`config.mk`:
```
export PLATFORM = sky130hd
export DESIGN_NAME = uart_line_conditioner
export DESIGN_NICKNAME = d
export VERILOG_FILES = /design/src/rtl/uart_cond_pkg.sv /design/src/rtl/uart_line_conditioner_stretcher.sv /design/src/rtl/uart_line_conditioner.sv
export SDC_FILE = /design/constraint.sdc
export NUM_CORES = 1
export LEC_CHECK = 0
export CAP_MARGIN = 10
export CELL_PAD_IN_SITES_DETAIL_PLACEMENT = 0
export CELL_PAD_IN_SITES_GLOBAL_PLACEMENT = 2
export CORE_MARGIN = 4
export CORE_UTILIZATION = 42
export CTS_BUF_LIST = sky130_fd_sc_hd__clkbuf_8
export CTS_CLUSTER_SIZE = 25
export DETAILED_ROUTE_END_ITERATION = 12
export PLACE_DENSITY_LB_ADDON = 0.1
export SLEW_MARGIN = 20
export SYNTH_ARGS = -nofsm -noshare
export SYNTH_HDL_FRONTEND = slang
export SYNTH_SLANG_ARGS = --single-unit
export TNS_END_PERCENT = 5
```
`constraint.sdc`:
```
create_clock -name clk -period 4.7 [get_ports clk]
set_input_delay 0.47 -clock clk [delete_from_list [all_inputs] [get_ports clk]]
set_output_delay 0.47 -clock clk [all_outputs]
set_load 0.1 [all_outputs]
```
`src/rtl/uart_cond_pkg.sv`:
```
// Shared constants and helpers for the UART line conditioner.
package uart_cond_pkg;

    // Idle (mark) level of a UART line.
    localparam logic UART_IDLE = 1'b1;

    // Converts a hold time in milliseconds to clock cycles.
    function automatic int ms_to_cycles(input int freq, input int ms);
        return freq / 1000 * ms;
    endfunction

    // Bits needed to hold the values 0..max_val, never less than one.
    function automatic int cnt_width(input int max_val);
        return (max_val < 1) ? 1 : $clog2(max_val + 1);
    endfunction

endpackage

```
`src/rtl/uart_line_conditioner_stretcher.sv`:
```
// Activity stretcher: a falling edge on 'line' lights 'led' for HOLD cycles,
// and any later falling edge restarts the full hold time.
module activity_stretcher
    import uart_cond_pkg::*;
#(
    parameter int HOLD = 1000
) (
    input  logic clk,
    input  logic rst,
    input  logic line,
    output logic led
);

    localparam int            CW       = cnt_width(HOLD);
    localparam logic [CW-1:0] HOLD_VAL = CW'(HOLD);

    logic          prev_q, prev_d;
    logic [CW-1:0] cnt_q, cnt_d;
    logic          led_q, led_d;
    logic          fall;

    // Edge detect and reload/countdown; an edge wins over the countdown so a
    // retrigger on the last hold cycle leaves no gap in the LED.
    always_comb begin
        // NOTE: every variable gets a default before any branch, so no path
        // leaves it unassigned and no latch is inferred.
        fall   = prev_q & ~line;
        prev_d = line;
        cnt_d  = cnt_q;
        if (fall) begin
            cnt_d = HOLD_VAL;
        end else if (cnt_q != '0) begin
            cnt_d = cnt_q - CW'(1);
        end
        led_d = (cnt_q != '0);
    end

    // State registers; reset parks the line history at idle so release cannot
    // look like a falling edge.
    always_ff @(posedge clk) begin
        // NOTE: non-blocking assignments make every flop sample pre-edge values,
        // independent of statement order.
        if (rst) begin
            prev_q <= UART_IDLE;
            cnt_q  <= '0;
            led_q  <= 1'b0;
        end else begin
            prev_q <= prev_d;
            cnt_q  <= cnt_d;
            led_q  <= led_d;
        end
    end

    assign led = led_q;

endmodule

```
`src/rtl/uart_line_conditioner.sv`:
```
// UART pin conditioner: RX synchronizer + glitch filter, registered TX,
// stretched activity LEDs and an optional line-break detector.
// Build option: define UART_LINE_COND_BREAK_EN to include the break detector;
// otherwise rx_break is tied low and BREAK_CYCLES is unused.
module uart_line_conditioner
    import uart_cond_pkg::*;
#(
    parameter int CLK_FREQ     = 50_000_000,
    parameter int FILTER_LEN   = 4,
    parameter int LED_HOLD_MS  = 20,
    parameter int BREAK_CYCLES = 500_000
) (
    input  logic clk,
    input  logic rst,
    input  logic rx_pin,
    output logic rx_clean,
    input  logic tx_core,
    output logic tx_pin,
    output logic rx_led,
    output logic tx_led,
    output logic rx_break
);

    localparam int            HOLD  = ms_to_cycles(CLK_FREQ, LED_HOLD_MS);
    localparam int            FW    = cnt_width(FILTER_LEN);
    localparam logic [FW-1:0] FLAST = FW'(FILTER_LEN - 1);

    if (FILTER_LEN < 1 || BREAK_CYCLES < 1) begin : g_param_check
        $error("uart_line_conditioner: FILTER_LEN and BREAK_CYCLES must be >= 1");
    end

    logic          s1_q, s1_d;
    logic          s2_q, s2_d;
    logic          rx_clean_q, rx_clean_d;
    logic [FW-1:0] fcnt_q, fcnt_d;
    logic          tx_pin_q, tx_pin_d;

    // Synchronizer shift, glitch filter and TX register next-state.
    always_comb begin
        s1_d       = rx_pin;
        s2_d       = s1_q;
        rx_clean_d = rx_clean_q;
        fcnt_d     = '0;
        if (s2_q != rx_clean_q) begin
            if (fcnt_q == FLAST) begin
                rx_clean_d = s2_q;
            end else begin
                fcnt_d = fcnt_q + FW'(1);
            end
        end
        tx_pin_d = tx_core;
    end

    // Line registers; everything returns to the idle (mark) level on reset.
    always_ff @(posedge clk) begin
        if (rst) begin
            s1_q       <= UART_IDLE;
            s2_q       <= UART_IDLE;
            rx_clean_q <= UART_IDLE;
            fcnt_q     <= '0;
            tx_pin_q   <= UART_IDLE;
        end else begin
            s1_q       <= s1_d;
            s2_q       <= s2_d;
            rx_clean_q <= rx_clean_d;
            fcnt_q     <= fcnt_d;
            tx_pin_q   <= tx_pin_d;
        end
    end

    assign rx_clean = rx_clean_q;
    assign tx_pin   = tx_pin_q;

    activity_stretcher #(.HOLD(HOLD)) u_rx_activity (
        .clk  (clk),
        .rst  (rst),
        .line (rx_clean_q),
        .led  (rx_led)
    );

    activity_stretcher #(.HOLD(HOLD)) u_tx_activity (
        .clk  (clk),
        .rst  (rst),
        .line (tx_pin_q),
        .led  (tx_led)
    );

`ifdef UART_LINE_COND_BREAK_EN
    localparam int            BW   = cnt_width(BREAK_CYCLES);
    localparam logic [BW-1:0] BMAX = BW'(BREAK_CYCLES);

    logic [BW-1:0] bcnt_q, bcnt_d;
    logic          rx_break_q, rx_break_d;

    // Saturating count of consecutive low cycles on the filtered line.
    always_comb begin
        bcnt_d = '0;
        if (!rx_clean_q) begin
            bcnt_d = (bcnt_q == BMAX) ? bcnt_q : bcnt_q + BW'(1);
        end
        rx_break_d = (bcnt_q == BMAX);
    end

    // Break counter and registered break flag.
    always_ff @(posedge clk) begin
        if (rst) begin
            bcnt_q     <= '0;
            rx_break_q <= 1'b0;
        end else begin
            bcnt_q     <= bcnt_d;
            rx_break_q <= rx_break_d;
        end
    end

    assign rx_break = rx_break_q;
`else
    assign rx_break = 1'b0;
`endif

endmodule
```
==> results of run 1 <==
-- layout make-up --
| class | instances | area [µm²] |
|---|---|---|
| Fill cell | 540 | 2910 |
| Tap cell | 72 | 90.1 |
| Multi-Input combinational cell | 201 | 1290 |
| Clock buffer | 5 | 68.8 |
| Inverter | 9 | 33.8 |
| Sequential cell | 51 | 1020 |
| Timing Repair Buffer | 8 | 77.6 |
| Clock inverter | 3 | 16.3 |
-- stage by stage --
step / setup slack (ns) / cell area [µm²] / hold slack (ns) / power (mW) / cells
2_1_floorplan: 2.79 / 2380 / 0.389 / 1.60 / 270
3_3_place_gp: 2.44 / 2510 / 0.408 / 1.81 / 341
3_5_place_dp: 2.41 / 2510 / 0.404 / 1.80 / 341
4_1_cts: 2.36 / 2600 / 0.428 / 2.05 / 349
5_1_grt: 2.10 / 2600 / 0.448 / 2.23 / 349
6_report: 2.36 / 2600 / 0.423 / 2.04 / 349
-- synthesized netlist by cell type (2+ instances only) --
| master | instances | area [µm²] |
|---|---|---|
| nor3b_1 | 2 | 15.0 |
| nor3_1 | 13 | 65.1 |
| nand2_1 | 16 | 60.1 |
| xnor2_1 | 24 | 210 |
| dfxtp_1 | 51 | 1020 |
| nor4_4 | 2 | 42.5 |
| nand2b_1 | 8 | 50.1 |
| inv_1 | 9 | 33.8 |
| nor2_1 | 39 | 146 |
| a31oi_1 | 9 | 56.3 |
| clkbuf_1 | 6 | 22.5 |
| o31ai_1 | 2 | 15.0 |
| nand4_1 | 3 | 18.8 |
| ha_1 | 4 | 50.1 |
| a211oi_1 | 5 | 37.5 |
| or3_1 | 7 | 43.8 |
| nand3_1 | 3 | 15.0 |
| nor4_1 | 6 | 37.5 |
| or2_2 | 7 | 43.8 |
| and2_1 | 2 | 12.5 |
| or4_4 | 3 | 33.8 |
| nor2b_1 | 2 | 12.5 |
| a21oi_1 | 19 | 95.1 |
| nor3_2 | 2 | 20.0 |
| nand3b_1 | 3 | 22.5 |
| mux2i_1 | 2 | 20.0 |
| or3b_2 | 2 | 17.5 |
| nor4b_1 | 2 | 17.5 |
-- state kept, by name (all words and copies together), names as in the netlist --
signal and flops:
u_tx_activity.prev_q 1, tx_pin 1, u_tx_activity.led 1, rx_clean 1, u_rx_activity.led 1, fcnt_q 3, u_rx_activity.cnt_q 20, s1_q 1
u_tx_activity.cnt_q 20, s2_q 1, u_rx_activity.prev_q 1
-- where the power goes --
group	total [mW]	switching (mW)	internal [mW]
Combinational	1.10	0.647	0.451
Sequential	0.697	0.135	0.562
Clock	0.247	0.145	0.102
Total	2.04	0.927	1.12
-- layer usage --
metal | GRT usage (%) | vias to the layer above | part of all wire, %
met5 | 0 | - | 0
met4 | 4.01 | 0 | 1.3
met3 | 3.57 | 6 | 3.0
met2 | 20.3 | 18 | 39
met1 | 22.0 | 842 | 57
li1 | - | 959 | -
-- worst paths after layout --
path	from	end	cells after the start
setup reg to reg	u_rx_activity.cnt_q[9]$_SDFFE_PP0P_	u_rx_activity.cnt_q[16]$_SDFFE_PP0P_	5
hold reg to reg	s1_q$_SDFF_PP1_	s2_q$_SDFF_PP1_	1
setup / recovery	u_rx_activity.cnt_q[9]$_SDFFE_PP0P_	u_rx_activity.cnt_q[16]$_SDFFE_PP0P_	5
hold / removal	s1_q$_SDFF_PP1_	s2_q$_SDFF_PP1_	1
-- worst max-delay path: stages, from the launching register on --
cell and delay, ns:
dfxtp_1 0.35, or3_1 0.41, nor3_2 0.51, nand4_1 0.32, or3b_2 0.52, a31oi_1 0.17
-- cell families after synthesis --
family | count (synthesis) | share of synthesized area, %
simple gates | 126 | 30.1
flops | 51 | 42.9
compound gates | 44 | 12.1
xor+xnor | 24 | 8.82
buf+inv | 18 | 3.05
fa+ha+maj | 4 | 2.10
mux | 2 | 0.840
other cells | 1 | 0.157
==> results by group, run 1 <==
Placement
  • Buffers on Ports: 7
  • Placed wire-length estimate: 3.34 mm
  • Global placement routability congestion: 0.803

Die
  • Core area: 5510 µm²
  • Overall die height: 83.3 µm
  • Standard-cell rows: 27
  • Die area: 6940 µm²
  • Initial Utilization: 43.3%
  • Die Width: 83.3 µm
  • Ports: 9

Yosys
  • Seq/Total Area, Yosys: 42.9%
  • Asr flop ratio synth: 0%
  • EDFF count, synth: 0
  • Cell area after synthesis: 2380 µm²
  • Unique masters post-synth: 45
  • Syn nets: 278
  • #FFs+latches synth: 51
  • Post-Syn Instances: 270
  • Ys flop type: dfxtp_1
  • Yosys warns: 0
  • Avg Cell Area, Syn: 8.82 µm²

Route
  • Final antenna-violating net count: 0
  • DRT Pass-1 Iters: 4
  • WL final: 4.80 mm
  • Iter 0 DRT Violations: 156
  • DR vias: 1,825
  • Routed len/inst: 13.7 µm
  • Remaining DRCs: 0
  • Routed vias/inst: 5.23

Clocking
  • CTS tree: built
  • Post_cts resized: 0
  • Max Buffers Root-to-Sink: 2
  • Clk sink count: 51
  • H-tree depth: 2
  • CTS Hold Bufs: 0
  • Worst-Skew Late Latency: 0.30 ns
  • Clock-pin slew on the worst setup and hold paths: 0.09 ns
  • CTS Buf Count: 5
  • CTS Root Cell: clkbuf_8
  • Setup repair bufs after CTS: 0

STA
  • Final setup violation count: 0
  • Fin crit period: 2.34 ns
  • Hold Vio Cnt, Final: 0
  • RSZ-0062 raised after global routing: no
  • Max frequency: 427 MHz
  • Slew HR: 34.9%
  • Tcrit/Tclk final: 49.8%
  • Setup_tns: 0 ns
  • Slew Viols, Final: 0
  • Worst-margin pin slew: 0.974 ns
  • Final Skew: 0.00484 ns

Final layout
  • Util after Layout: 47.1%
  • Proportion of layout cells with a drive suffix above 1: 10.1%
  • Antenna cell count: 0
  • Commonest non-fill, non-tap cell in the layout: dfxtp_1
  • Leading cell types in the layout, fill and taps excluded: dfxtp_1, nor2_1, xnor2_1
  • Area grow syn2layout: 8.98%
  • Final net count: 284

Global routing
  • Vias in the first global route: 1,740
  • Overall Global Routing Usage: 14.6%
  • Largest net degree at the start of global routing: 26
  • Initial antenna violation count: 0
  • First-pass GRT wire length: 8.40 mm
  • Grt total ovfl: 0

Power and ir drop
  • Leakage: 0.895 nW
  • VDD IR max: 0.000283 V
  • PD cells: 787 nW/µm²

Outcome
  • Status: finished clean

Worst setup path
  • Setup slack, reg-to-reg: 2.36 ns
  • Endpoint class of the critical path: flop
  • Required @ worst endpoint: 4.94 ns
  • WS Path Type: reg2reg
  • Critical path startpoint category: flop
  • CP arrival: 2.58 ns
  • Critical Path Fanout Max: 11

Hold path
  • Worst hold path class: reg2reg

Run
  • MaxCap Viol Count: 0
Power figures use the tool's default switching activity.
==> inputs of run 2 (changes only) <==
CORE_UTILIZATION = 39   (was 42)
clock period = 2.29 ns   (was 4.7 ns; I/O delays follow)
==> run 2 against run 1 <==
Register-to-register slack got worse by 2.1 ns. Cell count grew 4.0%. Combinational power grew 120%. Via count grew 2.1%. Hold slack lost 0.0047 ns. Non-clock buffer count rose by 11. Clock skew barely moved. Critical path type unchanged.
==> results by group, run 2 (synthesis gave the netlist of run 1 again) <==
Route
  • Final antenna-violating net count: 0
  • Routed vias/inst: 5.13
  • Remaining DRCs: 0
  • DRT Pass-1 Iters: 4
  • Routed len/inst: 13.7 µm
  • WL final: 4.99 mm
  • DR vias: 1,864
  • Iter 0 DRT Violations: 91

STA
  • Worst Slack Setup Final: 0.245 ns
  • RSZ-0062 raised after global routing: no
  • Hold Vio Cnt, Final: 0
  • Setup_tns: 0 ns
  • Slew HR: 60.3%
  • Max frequency: 489 MHz
  • Tcrit/Tclk final: 89.3%
  • Worst-margin pin slew: 0.596 ns
  • Slew Viols, Final: 0
  • Fin crit period: 2.05 ns
  • Final Skew: 0.00502 ns
  • Final setup violation count: 0

Clocking
  • CTS Hold Bufs: 0
  • H-tree depth: 2
  • Max Buffers Root-to-Sink: 2
  • CTS Root Cell: clkbuf_8
  • CTS Buf Count: 5
  • Clk sink count: 51
  • Setup repair bufs after CTS: 0
  • Post_cts resized: 0
  • Worst-Skew Late Latency: 0.30 ns
  • CTS tree: built
  • Clock-pin slew on the worst setup and hold paths: 0.10 ns

Die
  • Die area: 7420 µm²
  • Overall die height: 86.2 µm
  • Standard-cell rows: 28
  • Core area: 5920 µm²
  • Die Width: 86.2 µm
  • Initial Utilization: 40.2%
  • Ports: 9

Worst setup path
  • Critical Path Fanout Max: 9
  • WS Path Type: reg2reg
  • Required @ worst endpoint: 2.47 ns
  • RR Endpoint: u_rx_activity.cnt_q[0]$_SDFFE_PP0P_
  • CP arrival: 2.23 ns
  • Worst Setup SP: u_rx_activity.cnt_q[0]$_SDFFE_PP0P_
  • Critical path startpoint category: flop
  • Worst r2r src: u_rx_activity.cnt_q[0]$_SDFFE_PP0P_
  • Setup slack, reg-to-reg: 0.24 ns
  • Endpoint class of the critical path: flop
  • Register-to-Register Path Depth: 7

Placement
  • Placement Setup Slack: 0.259 ns
  • Placed wire-length estimate: 3.52 mm
  • Buffers on Ports: 7
  • Global placement routability congestion: 0.701

Final layout
  • Final net count: 295
  • Leading cell types in the layout, fill and taps excluded: dfxtp_1, nor2_1, xnor2_1
  • Commonest non-fill, non-tap cell in the layout: dfxtp_1
  • Area grow syn2layout: 14.3%
  • Util after Layout: 46.0%
  • Antenna cell count: 0
  • Proportion of layout cells with a drive suffix above 1: 15.3%
  • Biggest regs: u_rx_activity.cnt_q (20), u_tx_activity.cnt_q (20), fcnt_q (3)

Outcome
  • Status: finished clean

Global routing
  • First-pass GRT wire length: 8.70 mm
  • Vias in the first global route: 1,722
  • Largest net degree at the start of global routing: 17
  • Initial antenna violation count: 0
  • Overall Global Routing Usage: 14.6%
  • Grt total ovfl: 0

Power and ir drop
  • Leakage: 0.969 nW
  • PD cells: 1690 nW/µm²
  • Final Power: 4.59 mW
  • VDD IR max: 0.000651 V

Hold path
  • Min-Delay Endpoint: s2_q$_SDFF_PP1_
  • Hold depth: 1
  • Min-delay src: s1_q$_SDFF_PP1_
  • Worst hold path class: reg2reg

Run
  • MaxCap Viol Count: 0
run 2: cell count changes in the layout (fill, tap and decap cells not counted), sizes merged:
cell / delta
inv: -1
buf: +15
clkinv: -1
bufinv: +2
clkdlybuf4s50: -4
run 2: layer usage:
| metal | part of all wire (%) | vias to the layer above | GRT usage [%] |
|---|---|---|---|
| met5 | 0 | - | 0 |
| met4 | 1.0 | 0 | 4.32 |
| met3 | 3.9 | 5 | 3.46 |
| met2 | 38 | 28 | 19.6 |
| met1 | 57 | 849 | 22.6 |
| li1 | - | 982 | - |
run 2: area by class of cell:
type | count | area [µm²]
Tap cell | 75 | 93.8
Sequential cell | 51 | 1020
Fill cell | 589 | 3200
Inverter | 9 | 33.8
Clock buffer | 5 | 68.8
Clock inverter | 3 | 67.6
Multi-Input combinational cell | 201 | 1290
Timing Repair Buffer | 19 | 150
run 2: critical path: stages (launching register included):
cell and delay [ns]:
dfxtp_1 0.35, inv_1 0.06, ha_1 0.18, or3b_2 0.52, nor3_4 0.33, nand3_2 0.24
xnor2_1 0.20, nor2_1 0.05
run 2: where the power goes:
group,internal [mW],switching (mW)
sequential,1.15,0.284
clock,0.436,0.309
combinational,1.05,1.36
total,2.64,1.95
run 2: through the flow:
step           instances  hold WS [ns]  cell area [µm²]
2_1_floorplan        270         0.328             2380
3_3_place_gp         355         0.396             2590
3_5_place_dp         355         0.401             2590
4_1_cts              363         0.424             2720
5_1_grt              363         0.446             2720
6_report             363         0.419             2720
run 2: how the worst max path moves through the flow:
stage	end	slack, ns	cells after the start
after global routing	u_rx_activity.cnt_q[0]$_SDFFE_PP0P_	0.07	7
after CTS	u_rx_activity.cnt_q[0]$_SDFFE_PP0P_	0.23	7
after detailed placement	u_rx_activity.cnt_q[0]$_SDFFE_PP0P_	0.26	7
final	u_rx_activity.cnt_q[0]$_SDFFE_PP0P_	0.24	7
after floorplan	u_rx_activity.cnt_q[4]$_SDFFE_PP0P_	0.38	5
after global placement	u_rx_activity.cnt_q[0]$_SDFFE_PP0P_	0.28	7
